==> src/rtl/if_fetch_queue.sv <==
// rtl/if_fetch_queue.sv - instruction fetch stage with in-order prefetch queue
//
// Issues sequential instruction fetches over a req/gnt/rvalid handshake and
// buffers returned words together with their PC and PC+4 in a DEPTH-entry FIFO
// feeding ID. The PC of every granted request is recorded in an in-order tag
// FIFO so each response is paired with the address that produced it. Redirects
// flush the queue and turn every in-flight response into a drop credit, so
// stale words never reach ID and no fetch is replayed.
//
// Ports
//   clk, reset_n              clock (rising edge), asynchronous active-low reset
//   redirect, redirect_pc     flush and restart fetch at redirect_pc
//   imem_req, imem_addr       fetch request and address, held until imem_gnt
//   imem_gnt                  request accepted when imem_req & imem_gnt
//   imem_rvalid, imem_rdata   in-order fetch response
//   id_valid, id_ready        queue head handshake towards ID
//   id_ir, id_pc, id_pc_plus_4 queue head contents
//   perf_fetched, perf_dropped delivered / discarded counters (IF_PERF_EN only)
//
// Configuration
//   IF_PERF_EN  when defined, adds the perf_fetched / perf_dropped counters.

module if_fetch_queue #(
    parameter int                ADDR_W   = 32,
    parameter int                DATA_W   = 32,
    parameter int                DEPTH    = 4,
    parameter logic [ADDR_W-1:0] RESET_PC = ADDR_W'(32'h00400000)
) (
    input  logic              clk,
    input  logic              reset_n,
    input  logic              redirect,
    input  logic [ADDR_W-1:0] redirect_pc,
    output logic              imem_req,
    output logic [ADDR_W-1:0] imem_addr,
    input  logic              imem_gnt,
    input  logic              imem_rvalid,
    input  logic [DATA_W-1:0] imem_rdata,
    output logic              id_valid,
    input  logic              id_ready,
    output logic [DATA_W-1:0] id_ir,
    output logic [ADDR_W-1:0] id_pc,
    output logic [ADDR_W-1:0] id_pc_plus_4
`ifdef IF_PERF_EN
    ,
    output logic [31:0]       perf_fetched,
    output logic [31:0]       perf_dropped
`endif
);

    localparam int PTR_W  = $clog2(DEPTH);
    localparam int CNT_W  = PTR_W + 1;
    // Drop credits can pile up across several redirects while memory is slow,
    // so this counter is wider than the queue occupancy counters.
    localparam int DROP_W = CNT_W + 8;

    // ------------------------------------------------------------------
    // State
    // ------------------------------------------------------------------
    logic              started_q,     started_d;
    logic [ADDR_W-1:0] fetch_pc_q,    fetch_pc_d;
    logic [CNT_W-1:0]  count_q,       count_d;
    logic [CNT_W-1:0]  outstanding_q, outstanding_d;
    logic [DROP_W-1:0] drop_q,        drop_d;
    logic [PTR_W-1:0]  rd_ptr_q,      rd_ptr_d;
    logic [PTR_W-1:0]  wr_ptr_q,      wr_ptr_d;
    logic [PTR_W-1:0]  tag_rd_ptr_q,  tag_rd_ptr_d;
    logic [PTR_W-1:0]  tag_wr_ptr_q,  tag_wr_ptr_d;

    logic [DATA_W-1:0] ir_mem_q  [DEPTH];
    logic [DATA_W-1:0] ir_mem_d  [DEPTH];
    logic [ADDR_W-1:0] pc_mem_q  [DEPTH];
    logic [ADDR_W-1:0] pc_mem_d  [DEPTH];
    logic [ADDR_W-1:0] pc4_mem_q [DEPTH];
    logic [ADDR_W-1:0] pc4_mem_d [DEPTH];
    logic [ADDR_W-1:0] tag_mem_q [DEPTH];
    logic [ADDR_W-1:0] tag_mem_d [DEPTH];

`ifdef IF_PERF_EN
    logic [31:0]       perf_fetched_q, perf_fetched_d;
    logic [31:0]       perf_dropped_q, perf_dropped_d;
`endif

    // ------------------------------------------------------------------
    // Handshake decode
    // ------------------------------------------------------------------
    logic              credit_ok;
    logic              gnt_fire;
    logic              rsp_inflight;
    logic              rsp_keep;
    logic              rsp_drop;
    logic              pop;
    logic [ADDR_W-1:0] rsp_pc;

    always_comb begin
        // Queued entries plus in-flight requests never exceed DEPTH, which is
        // what guarantees a kept response always finds a free slot.
        credit_ok    = ((CNT_W+1)'(count_q) + (CNT_W+1)'(outstanding_q))
                       < (CNT_W+1)'(DEPTH);
        // The request is masked in a redirect cycle, so no grant can be
        // accepted there; anything granted earlier moves into drop below.
        imem_req     = started_q && credit_ok && !redirect;
        imem_addr    = fetch_pc_q;
        gnt_fire     = imem_req && imem_gnt;

        rsp_inflight = (drop_q != '0) || (outstanding_q != '0);
        rsp_keep     = imem_rvalid && !redirect && (drop_q == '0)
                       && (outstanding_q != '0);
        rsp_drop     = imem_rvalid && rsp_inflight && !rsp_keep;
        rsp_pc       = tag_mem_q[tag_rd_ptr_q];

        id_valid     = (count_q != '0);
        pop          = id_valid && id_ready;
        id_ir        = ir_mem_q[rd_ptr_q];
        id_pc        = pc_mem_q[rd_ptr_q];
        id_pc_plus_4 = pc4_mem_q[rd_ptr_q];
    end

    // ------------------------------------------------------------------
    // Next-state logic
    // ------------------------------------------------------------------
    always_comb begin
        started_d     = 1'b1;
        fetch_pc_d    = fetch_pc_q;
        count_d       = count_q;
        outstanding_d = outstanding_q;
        drop_d        = drop_q;
        rd_ptr_d      = rd_ptr_q;
        wr_ptr_d      = wr_ptr_q;
        tag_rd_ptr_d  = tag_rd_ptr_q;
        tag_wr_ptr_d  = tag_wr_ptr_q;
        ir_mem_d      = ir_mem_q;
        pc_mem_d      = pc_mem_q;
        pc4_mem_d     = pc4_mem_q;
        tag_mem_d     = tag_mem_q;

        if (redirect) begin
            // Everything still in flight becomes a drop credit; a response
            // arriving this very cycle is one of them and is already gone.
            fetch_pc_d    = redirect_pc;
            count_d       = '0;
            outstanding_d = '0;
            rd_ptr_d      = '0;
            wr_ptr_d      = '0;
            tag_rd_ptr_d  = '0;
            tag_wr_ptr_d  = '0;
            drop_d        = drop_q + DROP_W'(outstanding_q)
                            - DROP_W'(imem_rvalid && rsp_inflight);
        end else begin
            if (gnt_fire) begin
                fetch_pc_d              = fetch_pc_q + ADDR_W'(4);
                tag_mem_d[tag_wr_ptr_q] = fetch_pc_q;
                tag_wr_ptr_d            = tag_wr_ptr_q + PTR_W'(1);
            end

            if (rsp_drop) begin
                drop_d = drop_q - DROP_W'(1);
            end

            if (rsp_keep) begin
                ir_mem_d[wr_ptr_q]  = imem_rdata;
                pc_mem_d[wr_ptr_q]  = rsp_pc;
                pc4_mem_d[wr_ptr_q] = rsp_pc + ADDR_W'(4);
                wr_ptr_d            = wr_ptr_q + PTR_W'(1);
                tag_rd_ptr_d        = tag_rd_ptr_q + PTR_W'(1);
            end

            if (pop) begin
                rd_ptr_d = rd_ptr_q + PTR_W'(1);
            end

            count_d       = count_q + CNT_W'(rsp_keep) - CNT_W'(pop);
            outstanding_d = outstanding_q + CNT_W'(gnt_fire) - CNT_W'(rsp_keep);
        end
    end

`ifdef IF_PERF_EN
    always_comb begin
        perf_fetched_d = perf_fetched_q + 32'(pop);
        perf_dropped_d = perf_dropped_q + 32'(rsp_drop);
    end

    assign perf_fetched = perf_fetched_q;
    assign perf_dropped = perf_dropped_q;
`endif

    // ------------------------------------------------------------------
    // Registers
    // ------------------------------------------------------------------
    always_ff @(posedge clk or negedge reset_n) begin
        if (!reset_n) begin
            started_q     <= 1'b0;
            fetch_pc_q    <= RESET_PC;
            count_q       <= '0;
            outstanding_q <= '0;
            drop_q        <= '0;
            rd_ptr_q      <= '0;
            wr_ptr_q      <= '0;
            tag_rd_ptr_q  <= '0;
            tag_wr_ptr_q  <= '0;
            for (int i = 0; i < DEPTH; i++) begin
                ir_mem_q[i]  <= '0;
                pc_mem_q[i]  <= '0;
                pc4_mem_q[i] <= '0;
                tag_mem_q[i] <= '0;
            end
        end else begin
            started_q     <= started_d;
            fetch_pc_q    <= fetch_pc_d;
            count_q       <= count_d;
            outstanding_q <= outstanding_d;
            drop_q        <= drop_d;
            rd_ptr_q      <= rd_ptr_d;
            wr_ptr_q      <= wr_ptr_d;
            tag_rd_ptr_q  <= tag_rd_ptr_d;
            tag_wr_ptr_q  <= tag_wr_ptr_d;
            ir_mem_q      <= ir_mem_d;
            pc_mem_q      <= pc_mem_d;
            pc4_mem_q     <= pc4_mem_d;
            tag_mem_q     <= tag_mem_d;
        end
    end

`ifdef IF_PERF_EN
    always_ff @(posedge clk or negedge reset_n) begin
        if (!reset_n) begin
            perf_fetched_q <= '0;
            perf_dropped_q <= '0;
        end else begin
            perf_fetched_q <= perf_fetched_d;
            perf_dropped_q <= perf_dropped_d;
        end
    end
`endif

endmodule
==> config.mk <==
export PLATFORM = sky130hd
export DESIGN_NAME = if_fetch_queue
export DESIGN_NICKNAME = d
export VERILOG_FILES = /design/src/rtl/if_fetch_queue.sv
export SDC_FILE = /design/constraint.sdc
export NUM_CORES = 1
export LEC_CHECK = 0
export CORE_MARGIN = 3
export CORE_UTILIZATION = 45
export CTS_BUF_LIST = sky130_fd_sc_hd__clkbuf_2 sky130_fd_sc_hd__clkbuf_4 sky130_fd_sc_hd__clkbuf_8
export CTS_CLUSTER_SIZE = 40
export DETAILED_ROUTE_END_ITERATION = 6
export GPL_TIMING_DRIVEN = 1
export PLACE_DENSITY = 0.61
export SLEW_MARGIN = 10
export SYNTH_ARGS = -nofsm -noshare
export SYNTH_HDL_FRONTEND = slang
export SYNTH_SLANG_ARGS = --single-unit
==> constraint.sdc <==
create_clock -name clk -period 5.5 [get_ports clk]
set_input_delay 0.825 -clock clk [delete_from_list [all_inputs] [get_ports clk]]
set_output_delay 0.825 -clock clk [all_outputs]
set_load 0.01 [all_outputs]
==> results_dict.tcl, run 1 <==
set metrics [dict create \
    htreeDepth 3 \
    place_hpwl_um 38600 \
    viasPerCell 5.51 \
    dp.cells 2755 \
    min_period_ns 4.08 \
    crit_buf_inv 2 \
    p_per_area_mw_per_mm2 370 \
    hold_class "in2async" \
    ys.flop_type "dfrtp_1" \
    hold_violations 0 \
    place_area_mm2 0.0286 \
    crit_family "flip-flops" \
    crit_required_ns 4.68 \
    rows 87 \
    finalNetCount 2211 \
    p_clk_share_pct 35.1 \
    route.detailed.wl_per_inst_um 20.6 \
    cp_max_fo 39 \
    worstPathCellList "buf_4 -> mux4_2 -> clkdlybuf4s50_1" \
    grt_pass1_wl_um 97200 \
    rsz0062_at_grt "false" \
    startpoint_type "flop" \
    cts_tree "yes" \
    ioPinCount 200 \
    ys_types 66 \
    numCtsBuffers 97 \
    overflow 0 \
    p_comb_share_pct 22.0 \
    final_common_cell "dfrtp_1" \
    dr.pass1.iters 4 \
    die_h_um 246 \
    ys_warn_count 0 \
    final_layout_size_suffix_gt1_share_pct 33.7 \
    final_cells 2925 \
    num_vias 16100 \
    ys_seq_elements 562 \
    coreArea_mm2 0.0567 \
    setup_viol 0 \
    tns_ns 0 \
    port_buffers 199 \
    drt-total-wl_um 60300 \
    netlist_instances 1898 \
    grt_pass1_vias 17200 \
    p_sw_mw 3.44 \
    grt_max_degree 141 \
    fin_area_mm2 0.0307 \
    netlist_area_mm2 0.0260 \
    synth_top_cell_by_area "dfrtp_1" \
    synth_area_leaders "dfrtp_1 54%, mux2_2 17%, mux4_2 11%" \
    cts_resized 0 \
    tightestPinTransition_ns 1.01 \
    clk_pin_slew_ns 0.06 \
    ctsHoldBuffers 0 \
    worst_ir_drop_vdd_v 0.000270 \
    die-area_mm2 0.0607 \
    syn2layout_area_growth_pct 18.1 \
    cap_violations 0 \
    fin_skew_ns 0.0232 \
    initial_utilization_pct 45.8 \
    layout_common_cells "558 x dfrtp_1, 387 x mux2_2, 197 x clkdlybuf4s50_1" \
    slew_headroom_pct 32.8 \
    seqPwrFrac_pct 42.9 \
    cts_buffer_depth 3 \
    clock-sinks 562 \
    status "complete, no violations" \
    cts_setup_buffers 0 \
    avgSynthCellArea_um2 13.7 \
    drt_iter0_markers 941 \
    gp_congestion 0.775 \
    p_leak_nw 14.0 \
    die_w_um 246 \
    syn_nets 2011 \
    critPathKind "reg2out" \
    end_kind "output port" \
    route.antenna.remaining_nets 0 \
    insertion_delay_ns 0.68 \
    antenna_cells 0 \
    async_flop_share_pct 100 \
    max_stage_delay_ns 1.00 \
    cp.arrival_ns 3.26 \
    antenna_found_initial 2 \
    cp_slowest_cell "dfrtp_4" \
    synth-edff-count 0 \
    synth.top_cell.area_share_pct 54.0 \
    netSwitchingFraction_pct 30.3 \
    min_period_over_period_pct 74.2 \
    grt_usage_pct 20.3 \
    cts_root_buffer "clkbuf_8" \
    slew_violations 0 \
    seq_area_frac_synth_pct 54.1 \
    intPower_mw 7.91 \
    drc 0 \
    fmax_ghz 0.245 \
]
-- stage by stage --
step / power [mW] / hold WS (ns) / utilization (%) / setup slack (ns)
2_1_floorplan: 6.59 / 0.435 / - / 2.06
3_3_place_gp: 7.38 / 0.452 / 50.5 / 1.51
3_5_place_dp: 7.46 / 0.465 / 50.5 / 1.46
4_1_cts: 11.5 / 0.128 / 54.1 / 1.25
5_1_grt: 12.0 / 0.169 / 54.1 / 1.21
6_report: 11.4 / 0.158 / 54.1 / 1.42
-- registers in the layout, summed over array words and instances, names as in the netlist --
signal	cells
outstanding_q	3
tag_rd_ptr_q	2
tag_wr_ptr_q	2
drop_q	11
rd_ptr_q	2
wr_ptr_q	2
tag_mem_q	128
count_q	3
pc_mem_q	128
imem_addr	32
pc4_mem_q	120
started_q	1
ir_mem_q	128
-- final cells by class --
| cell class | count | area (um2) |
|---|---|---|
| clock buffers | 155 | 1910 |
| clock inverters | 15 | 166 |
| fillers | 4720 | 26000 |
| inverters | 41 | 154 |
| multi-input cells | 1168 | 11100 |
| flip-flops and latches | 562 | 14100 |
| well taps | 756 | 946 |
| repair buffers | 228 | 2310 |
-- cell families after synthesis --
| family | after synthesis | synth area share [%] |
|---|---|---|
| mux | 517 | 27.8 |
| other cells | 1 | 0.0144 |
| buf+inv | 168 | 3.02 |
| compound gates | 219 | 4.86 |
| xor+xnor | 57 | 1.95 |
| simple gates | 331 | 6.04 |
| fa+ha+maj | 43 | 2.16 |
| flops | 562 | 54.1 |
-- path summary, 6_finish.rpt --
path                       slack (ns)  cells past startpoint   startpoint            end
max in group asynchronous        4.12                      2      reset_n  tag_mem_q[40]
max reg2reg                      1.70                     16    drop_q[9]     drop_q[10]
max                              1.42                      3  rd_ptr_q[0]       id_pc[0]
min reg2reg                      0.47                      1   drop_q[10]     drop_q[10]
min in group clk                 0.47                      1   drop_q[10]     drop_q[10]
min                              0.16                      1      reset_n  ir_mem_q[102]
-- power by group through the flow --
stage          combinational, mW  clock, mW  sequential, mW
3_5_place_dp                2.51          0            4.95
6_report                    2.50       3.99            4.87
3_3_place_gp                2.46          0            4.92
4_1_cts                     2.53       4.13            4.87
2_1_floorplan               1.85          0            4.73
5_1_grt                     2.77       4.32            4.93
-- synthesized netlist by cell type, types with 7 or more instances --
cell        n
a21oi_1    50
a221o_1     8
and2_1      8
and3_1     14
buf_1      20
buf_2      23
buf_4      25
clkbuf_1   55
dfrtp_1   561
ha_1       40
inv_1      41
mux2_2    387
mux4_2    126
nand2_1   151
nand3_1    32
nand4_1    10
nor2_1     63
nor3_1     12
nor4_1      7
o211ai_1    7
o21ai_0    73
o21ai_1    45
xnor2_1    28
xor2_1     28
-- layer usage --
metal  global-route usage [%]  routed length [um]  up-vias
met3                     3.73                2840       81
met1                     28.8               27900     8346
met5                        0                  13        -
li1                         -                   -     7298
met2                     32.1               28400      385
met4                     5.89                1100        2
(Power assumes the default switching activity.)
==> run 2: changes to the inputs <==
--- a/config.mk
+++ b/config.mk
@@ -11,7 +11,7 @@
 export CTS_CLUSTER_SIZE = 40
 export DETAILED_ROUTE_END_ITERATION = 6
 export GPL_TIMING_DRIVEN = 1
-export PLACE_DENSITY = 0.61
+export PLACE_DENSITY = 0.64
 export SLEW_MARGIN = 10
 export SYNTH_ARGS = -nofsm -noshare
 export SYNTH_HDL_FRONTEND = slang
==> constraint.sdc (replaced) <==
create_clock -name clk -period 3.5 [get_ports clk]
set_input_delay 0.525 -clock clk [delete_from_list [all_inputs] [get_ports clk]]
set_output_delay 0.525 -clock clk [all_outputs]
set_load 0.01 [all_outputs]
==> run 2 against run 1 <==
Critical path depth increased by 13. Global-route usage grew 0.19 points. Wire length rose by 0.99%. First-iteration DRC count is 18% lower. Hold slack improved by 0.18 ns. Utilization rose by 1.1 points. Clock skew is 0.021 ns higher. Total power increased by 60%. Combinational power up 77%. Cell area is 2.0% higher. Die area unchanged. Setup slack lost 1.4 ns. Critical path type is now reg2reg. Critical endpoint is now drop_q[10].
==> results_dict.tcl, run 2 (same netlist as run 1, synthesis figures left out) <==
set metrics [dict create \
    syn2layout_area_growth_pct 20.5 \
    cts_tree "yes" \
    drc 0 \
    antenna_found_initial 0 \
    grt_max_degree 79 \
    coreArea_mm2 0.0567 \
    finalNetCount 2263 \
    netSwitchingFraction_pct 30.3 \
    drt-total-wl_um 60900 \
    port_buffers 199 \
    clk_pin_slew_ns 0.06 \
    final_common_cell "dfrtp_1" \
    layout_common_cells "558 x dfrtp_1, 387 x mux2_2, 197 x clkdlybuf4s50_1" \
    die_h_um 246 \
    gp_congestion 0.817 \
    p_comb_share_pct 24.4 \
    place_area_mm2 0.0291 \
    fin_util_pct 55.2 \
    cp_max_fo 3 \
    critPathKind "reg2reg" \
    slew_violations 0 \
    hold_violations 0 \
    p_clk_share_pct 34.2 \
    crit_required_ns 4.04 \
    cts_buffer_depth 3 \
    seqPwrFrac_pct 41.4 \
    die_w_um 246 \
    grt_usage_pct 20.5 \
    status "complete, no violations" \
    min_period_over_period_pct 98.6 \
    clock-sinks 562 \
    route.antenna.remaining_nets 0 \
    cap_violations 0 \
    hold_class "in2reg" \
    tightestPinTransition_ns 0.716 \
    die-area_mm2 0.0607 \
    cts_root_buffer "clkbuf_8" \
    end_kind "flop" \
    drt_iter0_markers 772 \
    insertion_delay_ns 0.68 \
    fin_total_pwr_mw 18.1 \
    place_hpwl_um 39900 \
    initial_utilization_pct 45.8 \
    route.detailed.wl_per_inst_um 20.4 \
    fin_area_mm2 0.0313 \
    rows 87 \
    hold_ws_ns 0.334 \
    p_per_area_mw_per_mm2 579 \
    slew_headroom_pct 52.1 \
    final_cells 2984 \
    startpoint_type "flop" \
    num_vias 16400 \
    grt_pass1_wl_um 97900 \
    final_layout_size_suffix_gt1_share_pct 36.2 \
    worst_ir_drop_vdd_v 0.000304 \
    antenna_cells 0 \
    min_period_ns 3.45 \
    fmax_ghz 0.290 \
    top_regs "ir_mem_q: 128 flops, pc_mem_q: 128 flops, tag_mem_q: 128 flops" \
    htreeDepth 3 \
    setup_viol 0 \
    overflow 0 \
    p_sw_mw 5.50 \
    cp.arrival_ns 3.99 \
    ioPinCount 200 \
    p_leak_nw 14.3 \
    rsz0062_at_grt "true" \
    grt_pass1_vias 17600 \
    viasPerCell 5.51 \
    numCtsBuffers 97 \
    fin_skew_ns 0.0446 \
    dr.pass1.iters 4 \
    intPower_mw 12.6 \
    dp.cells 2801 \
]
[run 2: cell count changes in the layout (fill, tap and decap cells not counted), sizes merged]
cell,previous run,this run
clkinv,6,14
clkinvlp,3,1
inv,45,43
clkbuf,155,159
buf,31,82
bufinv,2,1
dlygate4sd3,0,1
[run 2: final cells by class]
type	count	area [um2]
fill	4643	25400
multi-input combinational	1168	11200
inverter	41	154
timing repair buffer	280	2840
clock inverter	18	140
tap	756	946
clock buffer	159	1930
sequential	562	14100
[run 2: layer usage]
metal	up-vias	part of all wire [%]	wire (um)	track usage, %
met3	78	4.7	2880	3.77
li1	7414	-	-	-
met2	410	48	29200	33.1
met1	8531	45	27600	28.4
met5	-	0	0	0
met4	0	2.0	1200	6.18
[run 2: power by group through the flow]
stage	clock network, mW	registers [mW]	logic, mW
floorplan	0	7.43	2.91
global placement	0	7.57	4.20
detailed placement	0	7.62	4.29
CTS	6.40	7.51	4.37
global route	6.73	7.59	4.87
finish	6.20	7.52	4.42
[run 2: critical path: stages, from the launching register on]
cell and delay [ns]:
dfrtp_1 0.39, inv_2 0.09, ha_4 0.13, and4b_1 0.24, nand3_2 0.10, nand2_2 0.08, nand2_1 0.06, ha_1 0.31
inv_2 0.05, ha_4 0.16, fa_2 0.35, a21o_1 0.21, a311oi_2 0.30, o211ai_1 0.17, a2111oi_2 0.42, o41ai_2 0.13
xor2_1 0.14
[run 2: metrics by stage]
step                      TNS [ns]  setup WS [ns]
after floorplan                  0         0.0559
after global placement     -0.0908        -0.0908
after detailed placement    -0.230         -0.230
after CTS                        0         0.0352
after global routing        -0.166         -0.166
final                            0         0.0487
[run 2: timing repair]
action	in CTS	in global routing
pin swaps	6	11
resized for setup	4	18
hold buffers	1	0
hold endpoints to repair	65	0
endpoints found under the setup margin	1	2
buffers inserted	1	4
[run 2: worst paths after layout]
check	startpoint	to	slack [ns]	depth (start not counted)
worst max-delay path	drop_q[0]	drop_q[10]	0.05	16
worst min-delay path	redirect	count_q[2]	0.33	3
worst max register to register	drop_q[0]	drop_q[10]	0.05	16
worst min register to register	drop_q[10]	drop_q[10]	0.46	1
max in group asynchronous	reset_n	tag_mem_q[71]	1.94	3
min in group asynchronous	reset_n	ir_mem_q[67]	0.46	2
==> run 3: changes to the inputs <==
--- a/config.mk
+++ b/config.mk
@@ -8,7 +8,6 @@
 export CORE_MARGIN = 3
 export CORE_UTILIZATION = 45
 export CTS_BUF_LIST = sky130_fd_sc_hd__clkbuf_2 sky130_fd_sc_hd__clkbuf_4 sky130_fd_sc_hd__clkbuf_8
-export CTS_CLUSTER_SIZE = 40
 export DETAILED_ROUTE_END_ITERATION = 6
 export GPL_TIMING_DRIVEN = 1
 export PLACE_DENSITY = 0.64
==> run 3 against run 2 <==
Critical path depth unchanged. Sequential share of layout area about the same. Wire length about the same. Maximum frequency about the same. Combinational power about the same. Non-clock buffer count unchanged. Sequential cell count unchanged. Final cell count about the same. Clock-buffer cell count down 2. Die area unchanged. Largest power group unchanged.
==> results_dict.tcl, run 3 (same netlist as run 1, synthesis figures left out) <==
set metrics [dict create \
    status "complete, no violations" \
    min_period_over_period_pct 98.7 \
    p_comb_share_pct 24.4 \
    cts_tree "yes" \
    grt_usage_pct 20.5 \
    setup_viol 0 \
    tns_ns 0 \
    rows 87 \
    top_regs "ir_mem_q: 128 flops, pc_mem_q: 128 flops, tag_mem_q: 128 flops" \
    gp_congestion 0.817 \
    overflow 0 \
    tightestPinTransition_ns 0.704 \
    insertion_delay_ns 0.67 \
    grt_pass1_wl_um 97900 \
    viasPerCell 5.51 \
    die_w_um 246 \
    fin_total_pwr_mw 18.1 \
    netSwitchingFraction_pct 30.2 \
    final_cells 2983 \
    max_stage_delay_ns 0.42 \
    worst_ir_drop_vdd_v 0.000299 \
    port_buffers 199 \
    die_h_um 246 \
    setup_ws_ns 0.0455 \
    grt_max_degree 79 \
    critPathKind "reg2reg" \
    antenna_found_initial 0 \
    dp.cells 2801 \
    p_per_area_mw_per_mm2 579 \
    rsz0062_at_grt "true" \
    numCtsBuffers 97 \
    end_kind "flop" \
    antenna_cells 0 \
    pre_cts_slack_ns -0.230 \
    place_hpwl_um 39900 \
    ioPinCount 200 \
    intPower_mw 12.6 \
    clock-sinks 562 \
    fmax_ghz 0.289 \
    final_common_cell "dfrtp_1" \
    final_layout_size_suffix_gt1_share_pct 36.1 \
    drt_iter0_markers 736 \
    route.antenna.remaining_nets 0 \
    drt-total-wl_um 60900 \
    clk_pin_slew_ns 0.06 \
    num_vias 16400 \
    p_leak_nw 14.3 \
    fin_skew_ns 0.0311 \
    layout_common_cells "558 x dfrtp_1, 387 x mux2_2, 197 x clkdlybuf4s50_1" \
    route.detailed.wl_per_inst_um 20.4 \
    r2r_setup_slack_ns 0.05 \
    cap_violations 0 \
    seqPwrFrac_pct 41.5 \
    startpoint_type "flop" \
    slew_headroom_pct 52.9 \
    p_sw_mw 5.48 \
    htreeDepth 3 \
    coreArea_mm2 0.0567 \
    finalNetCount 2263 \
    syn2layout_area_growth_pct 20.4 \
    die-area_mm2 0.0607 \
    cts_buffer_depth 3 \
    hold_violations 0 \
    nFillCells 4646 \
    min_period_ns 3.45 \
    dr.pass1.iters 6 \
    drc 0 \
    hold_ws_ns 0.334 \
    cts_root_buffer "clkbuf_8" \
    crit_family "compound AO/OA/AOI/OAI gates" \
    slew_violations 0 \
    cp_slowest_cell "a2111oi_2" \
    crit_required_ns 4.03 \
    cp.arrival_ns 3.99 \
    worstPathCellList "inv_2 -> ha_4 -> and4b_1 -> nand3_2 -> nand2_2 -> nand2_1 -> ha_1 -> inv_2 -> ha_4 -> fa_2 -> a21o_1 -> a311oi_2 -> o211ai_1 -> a2111oi_2 -> o41ai_2 -> xor2_1" \
    grt_pass1_vias 17600 \
    hold_class "in2reg" \
    cp_max_fo 3 \
    p_clk_share_pct 34.1 \
    initial_utilization_pct 45.8 \
    crit_buf_inv 2 \
]
## run 3: power by group through the flow
stage	combinational (mW)	clock, mW	sequential, mW
2_1_floorplan	2.91	0	7.43
3_3_place_gp	4.20	0	7.57
3_5_place_dp	4.29	0	7.62
4_1_cts	4.37	6.39	7.51
5_1_grt	4.87	6.71	7.59
6_report	4.42	6.19	7.51
## run 3: tightest hold or removal path, stage by stage
cell and delay, ns:
buf_2 0.14, buf_4 0.22, nor2_1 0.07
## run 3: through the flow
step	instance area, um2	utilization (%)
floorplan	26000	-
global placement	29100	51.3
detailed placement	29100	51.3
CTS	31200	55.0
global route	31300	55.2
finish	31300	55.2
## run 3: cell type report
type	instances	area, um2	area share [%]
clock buffer	157	1930	6.16
clock inverter	19	130	0.416
inverter	41	154	0.492
multi-input combinational	1168	11200	35.9
sequential	562	14100	45.0
tap	756	946	3.02
timing repair buffer	280	2840	9.07
## run 3: repair_timing
action / CTS / global route
setup endpoints to repair: 1 / 2
endpoints found under the hold margin: 65 / 0
hold buffers: 1 / 0
pin swaps: 6 / 11
setup buffers: 1 / 4
resized for setup: 4 / 18
## run 3: worst paths after layout
kind,start,endpoint,depth (start not counted)
worst max-delay path,drop_q[0],drop_q[10],16
worst min-delay path,redirect,count_q[2],3
worst max register to register,drop_q[0],drop_q[10],16
worst min register to register,drop_q[10],drop_q[10],1
max in group asynchronous,reset_n,tag_mem_q[4],3
min in group asynchronous,reset_n,ir_mem_q[67],2
## run 3: metal layers
layer,share of wire (%),global-route usage (%),up-vias
met5,0,0,-
li1,-,-,7427
met4,2.0,6.42,0
met2,48,33.1,415
met3,4.7,3.74,76
met1,45,28.4,8509
